### src/rtl/mult_prod_accum.sv
// mult_prod_accum: sums each group of BURST_LEN unsigned 16-bit products
// from the multiplier and presents the burst total, with a carry-out
// (overflow) flag, on a valid/ready output port.
//
// Handshake semantics (both ports): a transfer happens on a rising clk edge
// where valid and ready are both high. A producer holds valid and its payload
// stable until that transfer. in_ready is decoded from registered state only,
// so there is no combinational path from out_ready to in_ready.
module mult_prod_accum #(
  parameter int BURST_LEN = 4,
  parameter int ACC_W     = 24
) (
  input  logic             clk,
  input  logic             rst_n,
  input  logic             clr,
  input  logic             in_valid,
  output logic             in_ready,
  input  logic [15:0]      in_p,
  output logic             out_valid,
  input  logic             out_ready,
  output logic [ACC_W-1:0] out_sum,
  output logic             out_ovf,
  output logic             dbg_state
);

  localparam int CNT_W = (BURST_LEN > 1) ? $clog2(BURST_LEN) : 1;
  localparam logic [CNT_W-1:0] CNT_LAST = CNT_W'(BURST_LEN - 1);

  // ACC: accepting products. HOLD: a finished burst waits on the output port.
  typedef enum logic {
    ACC  = 1'b0,
    HOLD = 1'b1
  } state_t;

  state_t           state;
  logic [ACC_W-1:0] acc;
  logic [CNT_W-1:0] cnt;
  logic             ovf;
  logic [ACC_W:0]   sum;
  logic             carry;

  // One extra bit on the adder captures the carry out of the accumulator.
  always_comb begin
    sum   = {1'b0, acc} + (ACC_W + 1)'(in_p);
    carry = sum[ACC_W];
  end

  assign in_ready  = (state == ACC);
  assign dbg_state = (state == HOLD);

  // Burst accumulation, result hand-off and clear.
  always_ff @(posedge clk or negedge rst_n) begin
    if (!rst_n) begin
      state     <= ACC;
      acc       <= '0;
      cnt       <= '0;
      ovf       <= 1'b0;
      out_valid <= 1'b0;
      out_sum   <= '0;
      out_ovf   <= 1'b0;
    end else if (clr) begin
      // A pending result and any partial burst are dropped; a product
      // offered in this cycle is not counted.
      state     <= ACC;
      acc       <= '0;
      cnt       <= '0;
      ovf       <= 1'b0;
      out_valid <= 1'b0;
    end else begin
      case (state)
        ACC: begin
          if (in_valid) begin
            if (cnt == CNT_LAST) begin
              out_sum   <= sum[ACC_W-1:0];
              out_ovf   <= ovf | carry;
              out_valid <= 1'b1;
              acc       <= '0;
              cnt       <= '0;
              ovf       <= 1'b0;
              state     <= HOLD;
            end else begin
              acc <= sum[ACC_W-1:0];
              cnt <= cnt + CNT_W'(1);
              ovf <= ovf | carry;
            end
          end
        end
        HOLD: begin
          if (out_ready) begin
            out_valid <= 1'b0;
            state     <= ACC;
          end
        end
        default: state <= ACC;
      endcase
    end
  end

endmodule

### config.mk
export PLATFORM = sky130hd
export DESIGN_NAME = mult_prod_accum
export DESIGN_NICKNAME = d
export VERILOG_FILES = /design/src/rtl/mult_prod_accum.sv
export SDC_FILE = /design/constraint.sdc
export NUM_CORES = 1
export LEC_CHECK = 0
export CELL_PAD_IN_SITES_DETAIL_PLACEMENT = 1
export CELL_PAD_IN_SITES_GLOBAL_PLACEMENT = 1
export CORE_ASPECT_RATIO = 0.8
export CORE_MARGIN = 1
export CORE_UTILIZATION = 39
export DETAILED_ROUTE_END_ITERATION = 12
export PLACE_DENSITY_LB_ADDON = 0.1
export SYNTH_ARGS = -nofsm -noshare
export SYNTH_HDL_FRONTEND = slang
export SYNTH_SLANG_ARGS = --single-unit
export TNS_END_PERCENT = 30
### constraint.sdc
create_clock -name clk -period 2.6 [get_ports clk]
set_input_delay 0.39 -clock clk [delete_from_list [all_inputs] [get_ports clk]]
set_output_delay 0.39 -clock clk [all_outputs]
set_load 0.1 [all_outputs]
After elaboration in Yosys (flattened, before gate mapping)
Index checks and enable logic that the tools add are counted. Widths: inputs -> output; s select.

Flip-flop bits (word level): 54. Logic and storage cells: 43.

$add $sub $neg: 2. Eq/ne operators: 5. Multiplexer cells: 22. Bitwise operators: 3. Reductions and logical operators: 4.

Operators by type and width (count): $mux 24 (4); $add 24x16->25 (1); $mux 1 (12); $mux 2 (4); $ne 3x3->1 const B (2); $pmux 1 s2 (2); $reduce_and 4->1 (1); $ne 3x2->1 const B (1); $reduce_and 3->1 (1); $add 2x1->2 const B (1); $eq 2x2->1 const B (1); $ne 2x2->1 const B (1); $not 1->1 (2); $reduce_and 2->1 (1); $reduce_bool 2->1 (1); $or 1x1->1 (1).

Longest topological paths before layout
Depth after elaboration: 6. Mapped depth: 10. Depth with buffers taken out: 10.

Worst setup path before layout
OpenSTA, ideal clock, no wires.

Kind: register to register. Start: register state, in the netlist dbg_state. End: register state, in the netlist dbg_state. Arrival time: 2.677 ns. Slack: -0.235 ns. Cell stages (with the launch flop): 8. Clock period less this slack: 2.835 ns. Cell sequence: dfrtp_1 inv_1 nand2_1 nor2_1 nand2_1 clkbuf_1 clkbuf_1 o31ai_1.

Cells in the longest elaborated chain, start to end: 3.

RTL lines: start: declaration (line 35) `state_t state;`; start signal: assignment (line 54) `state <= ACC;`; start signal: assignment (line 64) `state <= ACC;`; start signal: assignment (line 80) `state <= HOLD;`; $not 1->1 (no line); named net in_ready (line 17) `output logic in_ready,`; $pmux 1 s2 (line 70) `case (state)`; $mux 1 (line 61) `end else if (clr) begin`.

The timed path passes the listed nets, and every way through them passes these cells. A chain may end at the register's enable or synchronous reset.

Worst setup path after layout
Start: input port in_p[8]. End: register out_sum[23].

Cells in the longest elaborated chain, start to end: 1.

RTL lines: start: declaration (line 18) `input logic [15:0] in_p,`; $add 24x16->25 (line 44) `sum = {1'b0, acc} + (ACC_W + 1)'(in_p);`; end signal: assignment (line 74) `out_sum <= sum[ACC_W-1:0];`; end: declaration (line 21) `output logic [ACC_W-1:0] out_sum,`.

No other way between the ends.

==> flow_summary.ini <==
[run_status]
outcome = finished, final reports clean

[power]
ir_drop_v = 0.0003507
p_total_mw = 2.789
p_per_area_mw_per_mm2 = 708.0
p_leak_nw = 1.836

[timing]
rsz0062_at_grt = no
slew_violations = 0
fin_crit_sh_pct = 92.64
hold_slack_ps = 39.77
max_freq_ghz = 0.4152
slew_headroom_pct = 63.84
worstMarginPinSlew_ps = 540.4
min_period_ps = 2409
finalSetupViolCount = 0
skew_ps = 14.38
hold_viol = 0
timing.final.ws_setup_ps = 191.3

[synthesis]
synth_top_area_cell = dfrtp_1
synth.area.top_cells = dfrtp_1 44%, nand2_1 6.9%, ha_1 6.8%, o21ai_0 6.6%, xnor2_1 4.2%
synth_cells = 341
yosys.area_share.simple_pct = 15.83
synth_top_area_share_pct = 43.51
synth_compound_area_share_pct = 23.05
synth_nets = 380
ys_async_sr_fraction_pct = 100.0
synth_area_mm2 = 0.003105
yosys_warnings = 0
synthTopCellsByCount = 57 x nand2_1, 54 x dfrtp_1, 41 x o21ai_0, 22 x a21oi_1, 18 x nor2_1
synthXorXnorAreaFrac_pct = 5.641
synthFlopType = dfrtp_1
synth-edff-count = 0
synthMostInstantiatedCell = nand2_1
synthMuxAreaShare_pct = 1.088
seq_area_frac_synth_pct = 43.51
synthAdderAreaFrac_pct = 7.494
synth_top_family_by_area = compound AO/OA/AOI/OAI gates
avgSynthCellArea_um2 = 9.107
ys_ff_latch = 54
synth_cell_types = 47

[worst_setup_path]
crit_type = in -> reg
endpoint_kind = flop
rrSetupSlack_ps = 190
worstPathMaxFanout = 5
crit_chain = clkdlybuf4s50_1 > ha_1 > a21oi_1 > o21a_1 > o31a_1 > a31oi_2 > a31oi_1 > or3_1 > nand3_1
cpPeakStageDelay_ps = 410
critPathRequiredTime_ps = 2860
startpoint_type = input pin
crit_family = compound AO/OA/AOI/OAI gates
timing.critical_path.buf_inv = 1
slowest_stage = clkdlybuf4s50_1
worstPathArrival_ps = 2670

[min_path]
hp-class = in -> async

[global_routing]
grt_antenna_before_repair = 0
gr-total-overflow = 0
grt_first_pass_wirelength_um = 13860
gr-usage-all-layers_pct = 21.62
grt_max_degree = 34
grt_pass1_vias = 2815

[route]
drc_errors = 0
vias = 2678
drtIter0Drc = 105
firstDrtPassIters = 4
routed_wl_um = 8233
vias_per_cell = 5.190
detail-route-antenna-nets = 0
wl_per_cell_um = 15.96

[floorplan]
num_rows = 28
start_util_pct = 41.04
io_pins = 49
die-area_mm2 = 0.008326
die_y_um = 81.82
core_mm2 = 0.007567
die_w_um = 101.8

[place]
io_buffers = 48
post-place-ws_ps = -317.8
dp_hpwl_um = 6426
gp_congestion = 0.8313
place_area_mm2 = 0.003822

[clocking]
cts_max_level = 2
clock_sinks = 54
cts_tree = built
ctsHoldBuffers = 0
cts_buffers = 5
root_buffer = clkbuf_8
clkLatencyLatePin_ps = 320
path_clk_slew_ps = 110
cts.path.max_buffers = 2

[cells_and_area]
antenna_cells = 0
design_area_mm2 = 0.003939
n_fill_cell = 910
syn_to_final_growth_pct = 26.83
final_nets = 449
drive_above_1_share_pct = 22.38

[run]
max-cap-violations = 0
what timing repair did:
| item | 4_1_cts | 5_1_grt |
|---|---|---|
| gates resized for setup | 0 | 7 |
| endpoints found under the setup margin | 0 | 9 |
| buffers inserted | 0 | 2 |
placed cells by master, fill, tap and decap left out, types with 5 or more instances in the layout:
| cell | instances |
|---|---|
| dfrtp_1 | 53 |
| nor2_1 | 18 |
| nand3_1 | 6 |
| inv_1 | 8 |
| a21oi_1 | 22 |
| xnor2_1 | 15 |
| clkdlybuf4s50_1 | 18 |
| ha_1 | 16 |
| buf_4 | 57 |
| a31oi_1 | 6 |
| o21ai_0 | 40 |
| a22o_1 | 7 |
| nand2_1 | 57 |
| clkbuf_8 | 5 |
| o21ai_1 | 5 |
| nand4_1 | 5 |
| xor2_1 | 5 |
path summary, 6_finish.rpt:
kind / endpoint / start / cells after the start
setup reg to reg: acc[22] / acc[0] / 10
hold reg to reg: out_sum[9] / out_sum[9] / 2
max in group asynchronous: dbg_state / rst_n / 2
min in group clk: out_sum[0] / in_p[0] / 4
hold / removal: out_sum[20] / rst_n / 1
setup / recovery: out_sum[23] / in_p[8] / 9
cells by family (layout without fill, tap and decap cells):
logic type	Yosys count	in the layout
XOR/XNOR	20	20
AND/OR/NAND/NOR	109	109
multiplexers	3	3
AO/OA/AOI/OAI	110	110
buffers and inverters	27	97
adder cells (fa/ha/maj)	18	18
flip-flops	54	54
layout make-up:
class | count | area (um2) | share of cell area [%]
Sequential cell | 54 | 1353 | 34.34
Multi-Input combinational cell | 260 | 1662 | 42.19
Timing Repair Buffer | 79 | 665.6 | 16.90
Clock buffer | 6 | 72.57 | 1.842
Clock inverter | 2 | 13.76 | 0.3494
Tap cell | 105 | 131.4 | 3.335
Inverter | 10 | 41.29 | 1.048
flip-flops by register name, indices dropped and copies added, names as in the netlist:
signal and cells:
cnt 2, out_sum 24, ovf 1, out_ovf 1, acc 24, out_valid 1
dbg_state 1
through the flow:
stage	TNS, ps	util (%)	instances
after CTS	0	51.65	514
after detailed placement	-3491	50.51	506
final	0	52.05	516
after global placement	-1889	50.51	506
after floorplan	0	-	341
after global routing	0	52.05	516
metal layers:
metal,vias to the layer above,GRT usage (%),wire (um)
met3,12,3.660,294
met2,47,36.62,3767
met1,1285,28.77,4081
li1,1334,-,-
met5,-,0,0
met4,0,5.362,89
power by group:
group	total [mW]	switching, mW	internal (mW)
logic	1.30	0.895	0.401
registers	1.01	0.0662	0.947
clock network	0.479	0.288	0.191
total	2.79	1.25	1.54
(Power assumes the default switching activity.)
